[config.mk]
export PLATFORM = sky130hd
export DESIGN_NAME = sensor_tlm_seq
export DESIGN_NICKNAME = d
export VERILOG_FILES = /design/src/rtl/sensor_tlm_pkg.sv /design/src/rtl/tlm_period_timer.sv /design/src/rtl/sensor_tlm_seq.sv
export SDC_FILE = /design/constraint.sdc
export NUM_CORES = 1
export LEC_CHECK = 0
export BUFFER_PORTS_ARGS = -buffer_cell sky130_fd_sc_hd__buf_2
export CORE_MARGIN = 3
export CORE_UTILIZATION = 35
export DETAILED_ROUTE_END_ITERATION = 10
export GPL_TIMING_DRIVEN = 0
export HOLD_SLACK_MARGIN = 0.15
export PLACE_DENSITY = 0.54
export RECOVER_POWER = 25
export SYNTH_ARGS = -nofsm -noshare
export SYNTH_HDL_FRONTEND = slang
export SYNTH_SLANG_ARGS = --single-unit
[constraint.sdc]
create_clock -name clk -period 3.96 [get_ports clk]
set_clock_uncertainty 0.2 [all_clocks]
set_input_delay 0.792 -clock clk [delete_from_list [all_inputs] [get_ports clk]]
set_output_delay 0.792 -clock clk [all_outputs]
set_load 0.1 [all_outputs]
[src/rtl/sensor_tlm_pkg.sv]
// Shared types and constants for the sensor telemetry frame sequencer.
// Frame length grows by one CKSUM byte when SENSOR_TLM_CHECKSUM_EN is defined.
package sensor_tlm_pkg;

    typedef enum logic [3:0] {
        IDLE,
        HDR0,
        HDR1,
        SEQ,
        RADDR,
        RWAIT,
        SEND,
        CKSUM,
        DONE
    } state_t;

    localparam logic [7:0] SYNC0_DEF = 8'hA5;
    localparam logic [7:0] SYNC1_DEF = 8'h5A;

    function automatic int frame_len(input int num_ch);
`ifdef SENSOR_TLM_CHECKSUM_EN
        return 3 * num_ch + 4;
`else
        return 3 * num_ch + 3;
`endif
    endfunction

endpackage

[src/rtl/tlm_period_timer.sv]
// Free-running frame period counter: one-cycle tick at PERIOD-1, then wraps to 0.
// Held at 0 while enable is low, so the first tick comes PERIOD cycles after enable rises.
module tlm_period_timer #(
    parameter int PERIOD = 100000
) (
    input  logic clk,
    input  logic rst,
    input  logic enable,
    output logic tick
);

    localparam int CW = $clog2(PERIOD);
    localparam logic [CW-1:0] LAST = CW'(PERIOD - 1);

    logic [CW-1:0] cnt;

    assign tick = enable && (cnt == LAST);

    always_ff @(posedge clk or negedge rst) begin
        if (!rst) begin
            cnt <= '0;
        end else if (!enable || tick) begin
            cnt <= '0;
        end else begin
            cnt <= cnt + CW'(1);
        end
    end

endmodule

[src/rtl/sensor_tlm_seq.sv]
// Telemetry frame sequencer: reads the register bank and streams SYNC0 SYNC1 SEQ data [CKSUM]
// over valid/ready; every output is registered, bytes hold until accepted. Macro: SENSOR_TLM_CHECKSUM_EN.
module sensor_tlm_seq
    import sensor_tlm_pkg::*;
#(
    parameter int          NUM_CH = 23,
    parameter int          RD_LAT = 1,
    parameter int          PERIOD = 100000,
    parameter logic [7:0]  SYNC0  = SYNC0_DEF,
    parameter logic [7:0]  SYNC1  = SYNC1_DEF
) (
    input  logic        clk,
    input  logic        rst,
    input  logic        enable,
    input  logic        start,
    output logic [7:0]  addr,
    input  logic [7:0]  data,
    output logic [7:0]  tx_data,
    output logic        tx_valid,
    input  logic        tx_ready,
    output logic        busy,
    output logic [15:0] frame_cnt,
    output logic        overrun
);

    localparam logic [7:0] LAST_ADDR = 8'(3 * NUM_CH - 1);
    localparam logic [1:0] WAIT_INIT = 2'((RD_LAT > 0) ? RD_LAT - 1 : 0);

    state_t      state, state_n;
    logic [7:0]  addr_n, tx_data_n;
    logic        tx_valid_n, busy_n, overrun_n;
    logic [15:0] frame_cnt_n;
    logic [1:0]  wcnt, wcnt_n;
    logic        tick, capture;
`ifdef SENSOR_TLM_CHECKSUM_EN
    logic [7:0]  cksum, cksum_n;
`endif

    tlm_period_timer #(.PERIOD(PERIOD)) u_timer (
        .clk    (clk),
        .rst    (rst),
        .enable (enable),
        .tick   (tick)
    );

    // Read data is sampled on the last cycle of the address phase.
    assign capture = ((state == RADDR) && (RD_LAT == 0)) ||
                     ((state == RWAIT) && (wcnt == 2'd0));

    always_comb begin
        state_n     = state;
        addr_n      = addr;
        tx_data_n   = tx_data;
        tx_valid_n  = tx_valid;
        busy_n      = busy;
        frame_cnt_n = frame_cnt;
        wcnt_n      = wcnt;
        overrun_n   = overrun | (tick & busy);
`ifdef SENSOR_TLM_CHECKSUM_EN
        cksum_n     = cksum;
`endif
        case (state)
            IDLE: begin
                if (tick || start) begin
                    state_n    = HDR0;
                    tx_data_n  = SYNC0;
                    tx_valid_n = 1'b1;
                    busy_n     = 1'b1;
                end
            end
            HDR0: begin
                if (tx_ready) begin
                    state_n   = HDR1;
                    tx_data_n = SYNC1;
                end
            end
            HDR1: begin
                if (tx_ready) begin
                    state_n   = SEQ;
                    tx_data_n = frame_cnt[7:0];
`ifdef SENSOR_TLM_CHECKSUM_EN
                    cksum_n   = frame_cnt[7:0];
`endif
                end
            end
            SEQ: begin
                if (tx_ready) begin
                    state_n    = RADDR;
                    tx_valid_n = 1'b0;
                end
            end
            RADDR: begin
                if (RD_LAT != 0) begin
                    state_n = RWAIT;
                    wcnt_n  = WAIT_INIT;
                end
            end
            RWAIT: begin
                if (wcnt != 2'd0) begin
                    wcnt_n = wcnt - 2'd1;
                end
            end
            SEND: begin
                if (tx_ready) begin
                    if (addr == LAST_ADDR) begin
`ifdef SENSOR_TLM_CHECKSUM_EN
                        state_n   = CKSUM;
                        tx_data_n = 8'd0 - cksum;
`else
                        state_n    = DONE;
                        tx_valid_n = 1'b0;
`endif
                    end else begin
                        state_n    = RADDR;
                        addr_n     = addr + 8'd1;
                        tx_valid_n = 1'b0;
                    end
                end
            end
`ifdef SENSOR_TLM_CHECKSUM_EN
            CKSUM: begin
                if (tx_ready) begin
                    state_n    = DONE;
                    tx_valid_n = 1'b0;
                end
            end
`endif
            DONE: begin
                state_n     = IDLE;
                busy_n      = 1'b0;
                addr_n      = 8'd0;
                frame_cnt_n = frame_cnt + 16'd1;
            end
            default: begin
                state_n = IDLE;
            end
        endcase
        if (capture) begin
            state_n    = SEND;
            tx_data_n  = data;
            tx_valid_n = 1'b1;
`ifdef SENSOR_TLM_CHECKSUM_EN
            cksum_n    = cksum + data;
`endif
        end
    end

    always_ff @(posedge clk or negedge rst) begin
        if (!rst) begin
            state     <= IDLE;
            addr      <= 8'd0;
            tx_data   <= 8'd0;
            tx_valid  <= 1'b0;
            busy      <= 1'b0;
            frame_cnt <= 16'd0;
            overrun   <= 1'b0;
            wcnt      <= 2'd0;
`ifdef SENSOR_TLM_CHECKSUM_EN
            cksum     <= 8'd0;
`endif
        end else begin
            state     <= state_n;
            addr      <= addr_n;
            tx_data   <= tx_data_n;
            tx_valid  <= tx_valid_n;
            busy      <= busy_n;
            frame_cnt <= frame_cnt_n;
            overrun   <= overrun_n;
            wcnt      <= wcnt_n;
`ifdef SENSOR_TLM_CHECKSUM_EN
            cksum     <= cksum_n;
`endif
        end
    end

endmodule
=== Yosys cells after proc, flatten, opt, wreduce, memory -nomap -nowiden ===
Cells that the tools add are included.

* Reductions and logical operators: 20
* Bitwise logic cells: 2
* Equal/unequal tests: 20
* Mux-type cells: 24
* Add/subtract/negate cells: 4

{| class="wikitable"
|+ Operators with widths
! operator !! number
|-
| $mux W8 || 6
|-
| $mux W4 || 7
|-
| $pmux W4 S7 || 1
|-
| $pmux W8 S3 || 1
|-
| $add A17 B1 Y17 const B || 1
|-
| $eq A17 B17 Y1 const B || 1
|-
| $mux W17 || 1
|-
| $add A16 B1 Y16 const B || 1
|-
| $pmux W8 S2 || 1
|-
| $ne A3 B3 Y1 const B || 5
|-
| $eq A4 B3 Y1 const B || 3
|-
| $add A8 B1 Y8 const B || 1
|-
| $eq A4 B2 Y1 const B || 2
|-
| $eq A8 B7 Y1 const B || 1
|-
| $ne A2 B2 Y1 const B || 4
|-
| $reduce_bool A2 Y1 || 4
|-
| $reduce_and A3 Y1 || 2
|-
| $reduce_and A6 Y1 || 1
|-
| $eq A4 B1 Y1 const B || 1
|-
| $eq A4 B4 Y1 const B || 1
|-
| $logic_not A4 Y1 || 1
|-
| $pmux W1 S2 || 2
|-
| $pmux W2 S2 || 1
|-
| $reduce_and A2 Y1 || 2
|-
| 15 further kinds || 19
|}

* Logic and storage cells: 79
* Register bits: 58
* Bits of input ports: 13
* Output and inout port bits: 35

=== Logic depth before layout (Yosys ltp) ===
Gate-level depths: netlist of run 1.

* Depth after elaboration: 6
* Mapped depth: 7
* Gate-level depth less buffers: 7

=== By module ===
From an unflattened synthesis of run 1, not the netlist that was laid out.

* Cells, all modules: 296
* Area total of the unflattened synthesis: 3,007.9 um^2

{| class="wikitable"
|+ Modules (own cells, without submodules)
! module !! seq. area each (um^2) !! times used !! area each (um^2) !! cells each
|-
| sensor_tlm_seq || 1,026.0 || 1 || 2,144.6 || 210
|-
| tlm_period_timer || 425.4 || 1 || 863.3 || 86
|}

=== Least setup slack after synthesis of run 1 ===
Ideal clock, no wire load.

* Path type: register to register
* From: reg addr[0]
* To: reg addr[4]
* Stages on the path, launching flop included: 8
* Clock period less this slack: 2.832 ns
* Arrival time: 2.558 ns
* Path slack: 1.128 ns
* Path buffers: 0
* Path through: dfrtp_1 -> inv_1 -> ha_1 -> nor4bb_1 -> a311oi_1 -> nand4_1 -> xor2_1 -> nor2_1

* Cells in the longest elaborated chain, start to end: 4
* Elaborated cells on any way between the ends: 7
* Those cells by class: add/sub: 1; eq/ne: 2; mux: 3; reduce/logical: 1

{| class="wikitable"
|+ RTL lines
! item !! line !! source
|-
| start, declared || sensor_tlm_seq.sv:16 || <nowiki>output logic [7:0] addr,</nowiki>
|-
| start signal, assigned || sensor_tlm_seq.sv:163 || <nowiki>addr <= addr_n;</nowiki>
|-
| $add A8 B1 Y8 || sensor_tlm_seq.sv:115 || <nowiki>addr_n = addr + 8'd1;</nowiki>
|-
| $mux W8 || sensor_tlm_seq.sv:105 || <nowiki>if (addr == LAST_ADDR) begin</nowiki>
|-
| $mux W8 || sensor_tlm_seq.sv:104 || <nowiki>if (tx_ready) begin</nowiki>
|-
| $pmux W8 S2 || sensor_tlm_seq.sv:62 || <nowiki>case (state)</nowiki>
|}

Several ways; a longest one is shown, not always the timed one. The select of a mux whose other input is x is not followed.
A chain may end at the register's enable or synchronous reset.

=== Worst setup path after layout of run 1 ===
* From: reg u_timer.cnt[14]
* To: reg tx_data[7]

* Cells in the longest elaborated chain, start to end: 5

{| class="wikitable"
|+ RTL lines
! item !! line !! source
|-
| start, declared || tlm_period_timer.sv:15 || <nowiki>logic [CW-1:0] cnt;</nowiki>
|-
| start signal, assigned || tlm_period_timer.sv:25 || <nowiki>cnt <= cnt + CW'(1);</nowiki>
|-
| $eq A17 B17 Y1 || tlm_period_timer.sv:17 || <nowiki>assign tick = enable && (cnt == LAST);</nowiki>
|-
| $logic_and A1 B1 Y1 || tlm_period_timer.sv:17 ||
|-
| $logic_or A1 B1 Y1 || sensor_tlm_seq.sv:64 || <nowiki>if (tick || start) begin</nowiki>
|-
| $ne A3 B3 Y1 (no source line) || - ||
|-
| $reduce_and A4 Y1 (no source line) || - ||
|-
| end signal, assigned || sensor_tlm_seq.sv:164 || <nowiki>tx_data <= tx_data_n;</nowiki>
|-
| end, declared || sensor_tlm_seq.sv:18 || <nowiki>output logic [7:0] tx_data,</nowiki>
|}

Every way passes these cells.

==> summary.md, run 1 <==
| Metric | Value |
|---|---|
| Global-route wire length before repair | `11100 um` |
| Worst-path maximum fanout | `8` |
| Initial antenna violation count | `0` |
| Largest area contributor in the netlist | `dfrtp_1` |
| CTS tree | `built` |
| Ant. Diodes | `0` |
| Clock sinks | `58` |
| Residual DRC | `0` |
| Num CTS Buffers | `9` |
| Comb pwr share | `0.425` |
| Core ar. | `7890 um^2` |
| Syn_nets | `316` |
| R2R Setup Slk | `1190 ps` |
| PostCTS Resize Cnt | `0` |
| Mapped Area | `2900 um^2` |
| Max-Cap Viols | `0` |
| Max Buffers Root-to-Sink | `2` |
| Worst vdd ir | `0.320 mV` |
| CP arrival | `2830 ps` |
| Fin. Hold Viols | `0` |
| Row cnt | `32` |
| Post-DP HPWL | `4550 um` |
| Placed instance area | `3260 um^2` |
| Sequential area share after synthesis | `0.501` |
| Number of synthesized register bits | `58` |
| Full die area | `9400 um^2` |
| Vias | `2277` |
| I/O Buffers | `47` |
| RSZ-0062 raised after global routing | `no` |
| Psw | `0.00101 W` |
| Cell Pwr Density | `631 nW/um^2` |
| Clk pwr share | `0.243` |
| Worst r2r src | `u_timer.cnt[14]` |
| Syn_area_per_cell | `9.72 um^2` |
| Most area-consuming cells after synthesis | `dfrtp_1 (50%), xnor2_1 (5.7%), xor2_1 (5.4%), nor2_1 (5.1%), nand2_1 (3.8%)` |
| 1st-pass router iterations | `4` |
| Die Height | `97.0 um` |
| Avg WL per Cell | `13.8 um` |
| Sw frac | `0.462` |
| Vias in the first global route | `2271` |
| Asr flop ratio synth | `1.00` |
| Area Overhead vs Synth | `19.2%` |
| Crit path kind | `reg2reg` |
| Worst Max-Slew Pin Slew | `1470 ps` |
| EDFF count, synth | `0` |
| Hold Crit Start | `overrun` |
| Clock transition at path regs | `70 ps` |
| Routed WL | `6380 um` |
| Final number of max-transition violations | `0` |
| Final RePlAce weighted congestion | `0.843` |
| Antenna Nets Post-Route | `0` |
| Crit end category | `register` |
| Crit share post-route | `0.698` |
| Tmin final | `2770 ps` |
| Dpl ws | `1210 ps` |
| Nets@finish | `374` |
| Initial Utilization | `0.367` |
| Root buf cell | `clkbuf_8` |
| Most used DFF post-synth | `dfrtp_1` |
| Cts hold-fix bufs | `0` |
| Hold Path Cell Cnt | `1` |
| Crit-path cells | `or4b_1 > or4_1 > buf_2 > a2111oi_4 > o21ai_0 > nand3_1` |
| Crit path buf inv count | `1` |
| Slowest stage delay, CP | `540 ps` |
| Share of the synthesized area in the top cell type | `0.501` |
| Required @ worst endpoint | `4030 ps` |
| Final Setup Violations | `0` |
| Seq pwr share | `0.332` |
| DR vias/cell | `4.92` |
| Worst Setup Start Kind | `register` |
| Worst r2r path cells | `6` |
| Tot GR Track Use | `0.143` |
| Yosys cell types | `42` |
| Top Ports | `48` |
| Final instance area | `3450 um^2` |
| Setup Fix Bufs, Post-CTS | `0` |
| Top Family by Delay on Critical Path | `simple AND/OR/NAND/NOR gates` |
| Final critical-path setup slack | `1190 ps` |
| Hold Path Class | `reg2reg` |
| Outcome | `finished, final reports clean` |
| Hold endpoint | `overrun` |
| Total power | `0.00218 W` |
| Synthesis warning total | `0` |
| Max Clk Rate | `362 MHz` |
| Slew HR | `0.0208` |
| Reg2reg end | `tx_data[7]` |
| Area of the multi-input gates | `1360 um^2` |
| Fill count | `769` |
| Setup TNS after final layout | `0 ps` |
| Worst hold margin | `256 ps` |
| Slowest-stage cell, CP | `or4b_1` |
| GRT Residual Overflow | `0` |
| Pint | `0.00117 W` |
| FF+latch area | `1450 um^2` |
| Die span in x | `97.0 um` |
| DR iter-0 viols | `90` |
| Pin count of the biggest net entering global routing | `59` |
| H-tree Lvls | `3` |
| Layout cells sized above 1 | `0.202` |
| Skew-Pair Late Insertion Delay | `330 ps` |
| Cells after Synth | `298` |
| Pleak | `1.61 nW` |
[cell families (layout without fill, tap and decap cells)]
logic type      count (synthesis)  count (layout)  share of synthesized area
compound gates                 34              34                     0.0847
simple gates                  141             141                      0.243
buf+inv                        21              84                     0.0302
mux                             2               2                    0.00777
fa+ha+maj                       5               5                     0.0216
xor+xnor                       37              37                      0.112
flops                          58              58                      0.501
[worst register-to-register path: stages (launching register included)]
cell and delay [ps]:
dfrtp_1 410, or4b_1 540, or4_1 520, buf_2 190, a2111oi_4 540, o21ai_0 180, nand3_1 120
[cells in the mapped netlist, types with 3 or more instances]
library cell / instances
clkbuf_1: 5
nor2_1: 39
o21ai_0: 12
nand4_1: 16
inv_1: 11
nand3b_1: 3
xnor2_1: 19
nand3_1: 20
a21oi_1: 5
nor2b_1: 3
ha_1: 5
and3_1: 8
xor2_1: 18
a211oi_1: 5
nor3_1: 10
nand2_1: 29
dfrtp_1: 58
[worst max path at each step]
stage / endpoint / cells after the start / slack [ps] / start
floorplan: addr[4] / 7 / 1130 / addr[0]
global placement: tx_data[7] / 6 / 1180 / u_timer.cnt[14]
detailed placement: tx_data[7] / 6 / 1210 / u_timer.cnt[14]
CTS: tx_data[7] / 6 / 1180 / u_timer.cnt[14]
global route: tx_data[0] / 6 / 1040 / u_timer.cnt[14]
finish: tx_data[7] / 6 / 1190 / u_timer.cnt[14]
[power by group through the flow]
stage	clock network, W	logic [W]	registers (W)
floorplan	0	0.000338	0.00115
global placement	0	0.000928	0.000735
detailed placement	0	0.000932	0.000738
CTS	0.000548	0.000935	0.000725
global route	0.000574	0.00100	0.000735
finish	0.000529	0.000927	0.000724
[state kept, by name, summed over array words and instances, names as in the netlist]
register     flops
u_timer.cnt     17
frame_cnt       16
addr             8
tx_data          8
state            4
wcnt             2
busy             1
overrun          1
tx_valid         1
[metrics by stage]
step           std cells   util
6_report             463  0.438
4_1_cts              463  0.438
3_5_place_dp         447  0.413
2_1_floorplan        298      -
3_3_place_gp         447  0.413
5_1_grt              463  0.438
[layer usage]
| layer | GRT usage | part of all wire | up-vias |
|---|---|---|---|
| met5 | 0 | 0 | - |
| met4 | 0.0324 | 0.010 | 0 |
| met3 | 0.0490 | 0.045 | 5 |
| met2 | 0.227 | 0.46 | 42 |
| met1 | 0.190 | 0.48 | 1075 |
| li1 | - | - | 1155 |
[final cells by class]
type / instances / share of cell area
sequential: 58 / 0.420
multi-input combinational: 219 / 0.393
timing repair buffer: 47 / 0.0681
tap: 102 / 0.0370
clock buffer: 9 / 0.0359
clock inverter: 7 / 0.0203
buffer: 10 / 0.0134
inverter: 11 / 0.0120
[cells in the final DEF (no fill, tap or decap), types with 2 or more instances in the layout]
cell / netlist / routed
ha_1: 5 / 5
or3_1: 2 / 2
nor3_1: 10 / 10
inv_1: 11 / 11
buf_2: 1 / 47
clkinvlp_4: 0 / 4
nand4_1: 16 / 16
nand3b_1: 3 / 3
nor2b_1: 3 / 3
buf_1: 2 / 2
buf_4: 2 / 2
clkbuf_8: 0 / 9
or4_1: 2 / 2
a211oi_1: 5 / 5
a21oi_1: 5 / 5
and3_1: 8 / 8
mux2_2: 2 / 2
nor2_1: 39 / 39
and2_1: 2 / 2
dfrtp_1: 58 / 58
a311oi_1: 2 / 2
xor2_1: 18 / 18
clkbuf_1: 5 / 5
nand3_1: 20 / 20
nand2_1: 29 / 29
o21ai_0: 12 / 12
xnor2_1: 19 / 19
clkinv_2: 0 / 2
(Power assumes the default switching activity.)
==> run 2: changes to the inputs <==
PLACE_DENSITY = 0.56   (was 0.54)
clock period = 2.35 ns   (was 3.96 ns; I/O delays follow)
==> run 2 against run 1 <==
Effect of this change:
- global-route usage increased by 0.78 points
- fmax rose by 13%
- sequential share of layout area decreased by 2.2 points
- combinational power up 77%
- clock-buffer cell count rose by 3
- design area grew 6.1%
- die area stayed put
- register-to-register slack lost 1300 ps
- non-clock buffer count increased by 14
- the flow now finishes with violations (setup timing)
- worst setup slack worse by 1300 ps
- clock power up 52%
- largest power group unchanged
==> summary.md, run 2 (same netlist as run 1, synthesis figures left out) <==
| Metric | Value |
|---|---|
| Outcome | `finished with violations` |
| Failing checks | `setup timing` |
| Worst Max-Slew Pin Slew | `1310 ps` |
| Hold Path Class | `in2reg` |
| Fin cells | `476` |
| Cell Pwr Density | `1010 nW/um^2` |
| Fill count | `760` |
| Nets@finish | `388` |
| Skew-Pair Late Insertion Delay | `330 ps` |
| Layout cells sized above 1 | `0.262` |
| Global-route wire length before repair | `11600 um` |
| Avg WL per Cell | `14.4 um` |
| Area Overhead vs Synth | `26.4%` |
| Most frequent cells in the layout | `dfrtp_1 (53), buf_2 (47), nor2_1 (38)` |
| Initial Utilization | `0.367` |
| Most common cell after layout, fill and taps aside | `dfrtp_1` |
| Crit end category | `register` |
| Most flop-heavy register | `u_timer.cnt` |
| Full die area | `9400 um^2` |
| Clock sinks | `58` |
| Top Ports | `48` |
| Tot GR Track Use | `0.151` |
| Antenna Nets Post-Route | `0` |
| Tmin final | `2460 ps` |
| Ant. Diodes | `0` |
| Max-Cap Viols | `0` |
| 1st-pass router iterations | `4` |
| Final critical-path setup slack | `-108 ps` |
| Clock transition at path regs | `60 ps` |
| Final instance area | `3660 um^2` |
| Fin. Hold Viols | `0` |
| Placed instance area | `3280 um^2` |
| Max reg flops | `17` |
| Num CTS Buffers | `9` |
| Pin count of the biggest net entering global routing | `59` |
| Post-DP HPWL | `4690 um` |
| Biggest regs | `u_timer.cnt (17), frame_cnt (16)` |
| Crit path kind | `reg2reg` |
| Row cnt | `32` |
| Pleak | `1.71 nW` |
| GRT Residual Overflow | `0` |
| Initial antenna violation count | `0` |
| H-tree Lvls | `3` |
| DR vias/cell | `5.11` |
| DR iter-0 viols | `101` |
| Max Clk Rate | `407 MHz` |
| Required @ worst endpoint | `2420 ps` |
| Util after Layout | `0.464` |
| Final RePlAce weighted congestion | `0.838` |
| Worst Setup Start Kind | `register` |
| Residual DRC | `0` |
| Cells after DPL | `447` |
| RSZ-0062 raised after global routing | `yes` |
| CP arrival | `2520 ps` |
| Max Buffers Root-to-Sink | `2` |
| Final number of max-transition violations | `0` |
| Die Height | `97.0 um` |
| Vias in the first global route | `2438` |
| Worst-path maximum fanout | `8` |
| Crit share post-route | `1.05` |
| Root buf cell | `clkbuf_8` |
| Vias | `2430` |
| Routed WL | `6860 um` |
| Die span in x | `97.0 um` |
| Final Setup Violations | `9` |
| CTS tree | `built` |
| I/O Buffers | `47` |
| Slew HR | `0.124` |
| Worst vdd ir | `0.792 mV` |
| Core ar. | `7890 um^2` |
## run 2: power by group
group	switching [W]	internal, W	total, W	leakage, nW
sequential	0.000101	0.00114	0.00124	0.767
clock	0.000375	0.000429	0.000804	0.0920
combinational	0.00124	0.000409	0.00164	0.851
## run 2: per-stage QoR
step,setup WS [ps],total power (W),setup TNS (ps),hold WS [ps]
global placement,-357,0.00281,-4870,256
detailed placement,-357,0.00283,-5180,258
finish,-108,0.00369,-717,164
floorplan,-107,0.00252,-556,-25.6
global route,-200,0.00390,-1760,162
CTS,-110,0.00369,-1070,152
## run 2: final timing paths
| check | slack (ps) | cells past startpoint | to | from |
|---|---|---|---|---|
| worst max-delay path | -110 | 6 | tx_data[0] | u_timer.cnt[11] |
| worst min-delay path | 160 | 3 | tx_data[5] | data[5] |
| worst max register to register | -110 | 6 | tx_data[0] | u_timer.cnt[11] |
| worst min register to register | 270 | 1 | overrun | overrun |
| max in group asynchronous | 280 | 2 | addr[3] | rst |
| min in group asynchronous | 770 | 2 | u_timer.cnt[4] | rst |
## run 2: critical path: stages, from the launching register on
cell and delay (ps):
dfrtp_1 390, or4b_4 530, or4_4 610, a2111oi_4 320, buf_6 180, o21ai_1 70, nand3_1 80
## run 2: final cells by class
| class | count | area (um^2) | area share |
|---|---|---|---|
| clock buffer | 12 | 155 | 0.0424 |
| buffer | 9 | 52.6 | 0.0143 |
| inverter | 11 | 41.3 | 0.0113 |
| clock inverter | 3 | 15.0 | 0.00410 |
| timing repair buffer | 62 | 382 | 0.104 |
| tap | 102 | 128 | 0.0348 |
| sequential | 58 | 1460 | 0.398 |
| multi-input combinational | 219 | 1430 | 0.391 |
## run 2: repair_timing
action                                  4_1_cts  5_1_grt
endpoints found under the setup margin       29       29
resized for setup                             6       20
setup buffers                                 6        6
endpoints found under the hold margin         1       58
cloned                                        0        1
pin swaps                                     3        5
hold buffers                                  1        1
## run 2: per-layer routing
metal / up-vias / track usage / wire, um
met5: - / 0 / 0
met4: 0 / 0.0518 / 122
met3: 10 / 0.0447 / 321
met2: 57 / 0.237 / 3260
met1: 1180 / 0.199 / 3160
li1: 1183 / - / -
==> run 3: changes to the inputs <==
ABC_AREA = 1   (was not set)
PLACE_DENSITY = 0.55   (was 0.56)
==> run 3 against run 2 <==
Effect of this change:
- the flow now finishes without violations
- area after synthesis increased by 12%
- routed wire length grew 8.9%
- combinational power up 9%
- register-to-register slack gained 490 ps
- sequential share of layout area down 1.8 points
- clock-buffer cell count increased by 2
- utilization fell by 3.5 points
- via count grew 17%
- critical path depth unchanged
- fmax up 25%
- critical endpoint is now frame_cnt[13]
- largest cell class is now multi-input gates
- largest power group unchanged
==> summary.md, run 3 <==
| Metric | Value |
|---|---|
| Final number of max-transition violations | `0` |
| Area Overhead vs Synth | `17.3%` |
| Pleak | `1.99 nW` |
| Fin. Hold Viols | `0` |
| Most frequent cells after synthesis | `nand2_1 (100), dfrtp_1 (58), nand3_1 (49), nor2_1 (49), inv_1 (43)` |
| Initial antenna violation count | `0` |
| Cell Pwr Density | `1020 nW/um^2` |
| Synthesis warning total | `0` |
| Largest area contributor in the netlist | `dfrtp_1` |
| Full die area | `10500 um^2` |
| Die Height | `102 um` |
| H-tree Lvls | `3` |
| Core ar. | `8890 um^2` |
| Mapped Area | `3260 um^2` |
| Root buf cell | `clkbuf_8` |
| Routed WL | `7470 um` |
| Biggest regs | `u_timer.cnt (17), frame_cnt (16)` |
| Crit path kind | `reg2reg` |
| Hold endpoint | `u_timer.cnt[13]` |
| Worst vdd ir | `0.753 mV` |
| Comb pwr share | `0.458` |
| Setup TNS after final layout | `0 ps` |
| Most frequent cells in the layout | `nand2_1 (100), dfrtp_1 (57), nor2_1 (50)` |
| Tmin final | `1970 ps` |
| Psw | `0.00187 W` |
| Share of the synthesized area in the top cell type | `0.446` |
| Clock transition at path regs | `70 ps` |
| Clock sinks | `58` |
| Seq pwr share | `0.320` |
| CP arrival | `1980 ps` |
| Hold Crit Start | `enable` |
| Outcome | `finished, final reports clean` |
| Crit end category | `register` |
| Reg2reg end | `frame_cnt[13]` |
| RSZ-0062 raised after global routing | `no` |
| Worst r2r path cells | `6` |
| Slew HR | `0.495` |
| Final critical-path setup slack | `384 ps` |
| Cells after Synth | `412` |
| Syn_nets | `430` |
| Pint | `0.00201 W` |
| Skew-Pair Late Insertion Delay | `340 ps` |
| Sequential area share after synthesis | `0.446` |
| Slowest-stage cell, CP | `dfrtp_1` |
| Tot GR Track Use | `0.156` |
| Final RePlAce weighted congestion | `0.880` |
| Total power | `0.00389 W` |
| 1st-pass router iterations | `4` |
| DR iter-0 viols | `138` |
| Most common cell in the synthesized netlist | `nand2_1` |
| Vias | `2833` |
| R2R Setup Slk | `380 ps` |
| Max Buffers Root-to-Sink | `2` |
| Hold Path Class | `in2reg` |
| Vias in the first global route | `2668` |
| Worst Max-Slew Pin Slew | `757 ps` |
| Dpl ws | `348 ps` |
| Post-DP HPWL | `5640 um` |
| Num CTS Buffers | `9` |
| Most flop-heavy register | `u_timer.cnt` |
| Antenna Nets Post-Route | `0` |
| Global-route wire length before repair | `12900 um` |
| Max reg flops | `17` |
| Syn_area_per_cell | `7.90 um^2` |
| Clk pwr share | `0.222` |
| Layout cells sized above 1 | `0.202` |
| Die span in x | `102 um` |
| Row cnt | `34` |
| Initial Utilization | `0.366` |
| PostCTS Resize Cnt | `0` |
| Crit share post-route | `0.837` |
| Most common cell after layout, fill and taps aside | `nand2_1` |
| CTS tree | `built` |
| Asr flop ratio synth | `1.00` |
| Required @ worst endpoint | `2370 ps` |
| Worst Setup Start Kind | `register` |
| Hold Path Cell Cnt | `3` |
| Ant. Diodes | `0` |
| Max Clk Rate | `509 MHz` |
| Sw frac | `0.482` |
| Slowest stage delay, CP | `480 ps` |
| Top Ports | `48` |
| Number of synthesized register bits | `58` |
| Crit-path cells | `nor2_1 > nand3_4 > nor2_4 > nand4_2 > nor3_1 > nor2_1` |
| Pin count of the biggest net entering global routing | `59` |
| DR vias/cell | `4.85` |
| Most used DFF post-synth | `dfrtp_1` |
| Nets@finish | `489` |
| Most used cell, CP | `nor2_1` |
| Yosys cell types | `31` |
| Avg WL per Cell | `12.8 um` |
| Final Setup Violations | `0` |
| Worst-path maximum fanout | `10` |
| Max-Cap Viols | `0` |
| Worst r2r src | `state[0]` |
| EDFF count, synth | `0` |
| Final instance area | `3820 um^2` |
| Most area-consuming cells after synthesis | `dfrtp_1 (45%), nand2_1 (12%), nand3_1 (7.5%), nor2_1 (5.6%), xor2_1 (5.4%)` |
| GRT Residual Overflow | `0` |
| I/O Buffers | `47` |
| Residual DRC | `0` |
| Placed instance area | `3630 um^2` |
-- run 3: cell types whose count changed after synthesis, moves of 6 or more --
| cell | change |
|---|---|
| nor2_1 | +10 |
| inv_2 | +6 |
| and3_1 | -8 |
| inv_1 | +32 |
| nand3_1 | +29 |
| xnor2_1 | -17 |
| nand4_1 | -9 |
| nand2_1 | +71 |
| nand2_2 | +7 |
-- run 3: metrics by stage --
step / instances / utilization / hold slack [ps]
2_1_floorplan: 412 / - / -25.6
3_3_place_gp: 567 / 0.408 / 248
3_5_place_dp: 567 / 0.408 / 255
4_1_cts: 583 / 0.429 / 189
5_1_grt: 584 / 0.430 / 214
6_report: 584 / 0.430 / 204
-- run 3: worst max path at each step --
| stage | startpoint | to | cells past startpoint |
|---|---|---|---|
| 2_1_floorplan | addr[1] | addr[3] | 10 |
| 4_1_cts | frame_cnt[3] | frame_cnt[3] | 1 |
| 3_5_place_dp | rst | addr[0] | 1 |
| 5_1_grt | wcnt[0] | tx_data[3] | 9 |
| 6_report | state[0] | frame_cnt[13] | 6 |
| 3_3_place_gp | rst | addr[0] | 1 |
-- run 3: routing by layer --
| metal | GRT usage | vias up | share of wire |
|---|---|---|---|
| li1 | - | 1442 | - |
| met1 | 0.227 | 1294 | 0.51 |
| met2 | 0.215 | 81 | 0.41 |
| met3 | 0.0478 | 16 | 0.057 |
| met4 | 0.0616 | 0 | 0.024 |
| met5 | 0 | - | 0 |
-- run 3: area by class of cell --
| type | count | area, um^2 |
|---|---|---|
| Sequential cell | 58 | 1450 |
| Clock buffer | 14 | 173 |
| Timing Repair Buffer | 48 | 248 |
| Multi-Input combinational cell | 302 | 1600 |
| Fill cell | 920 | 5070 |
| Inverter | 49 | 184 |
| Clock inverter | 2 | 10.0 |
| Buffer | 3 | 17.5 |
| Tap cell | 108 | 135 |
-- run 3: logic make-up after synthesis --
kind of cell               share of synthesized area
AOI/OAI and AO/OA                             0.0457
xor gates and xnor gates                      0.0592
adders and majority gates                     0.0192
buffers and inverters                         0.0619
DFF                                            0.446
and+or+nand+nor                                0.368
-- run 3: power groups by stage --
stage                     Sequential (W)  Combinational [W]  Clock, W
after floorplan                  0.00190           0.000827         0
after global placement           0.00126            0.00177         0
after detailed placement         0.00126            0.00178         0
after CTS                        0.00125            0.00179  0.000899
after global routing             0.00126            0.00196  0.000943
final                            0.00124            0.00178  0.000863
-- run 3: critical path, delay by kind of cell, from the launching register on --
kind / cells / cell delay [ps]
AND/OR/NAND/NOR: 6 / 1170
flip-flops: 1 / 480
-- run 3: what timing repair did --
action / in CTS / in global routing
setup endpoints to repair: 0 / 0
hold buffers: 0 / 1
buffers inserted: 0 / 0
endpoints found under the hold margin: 0 / 58
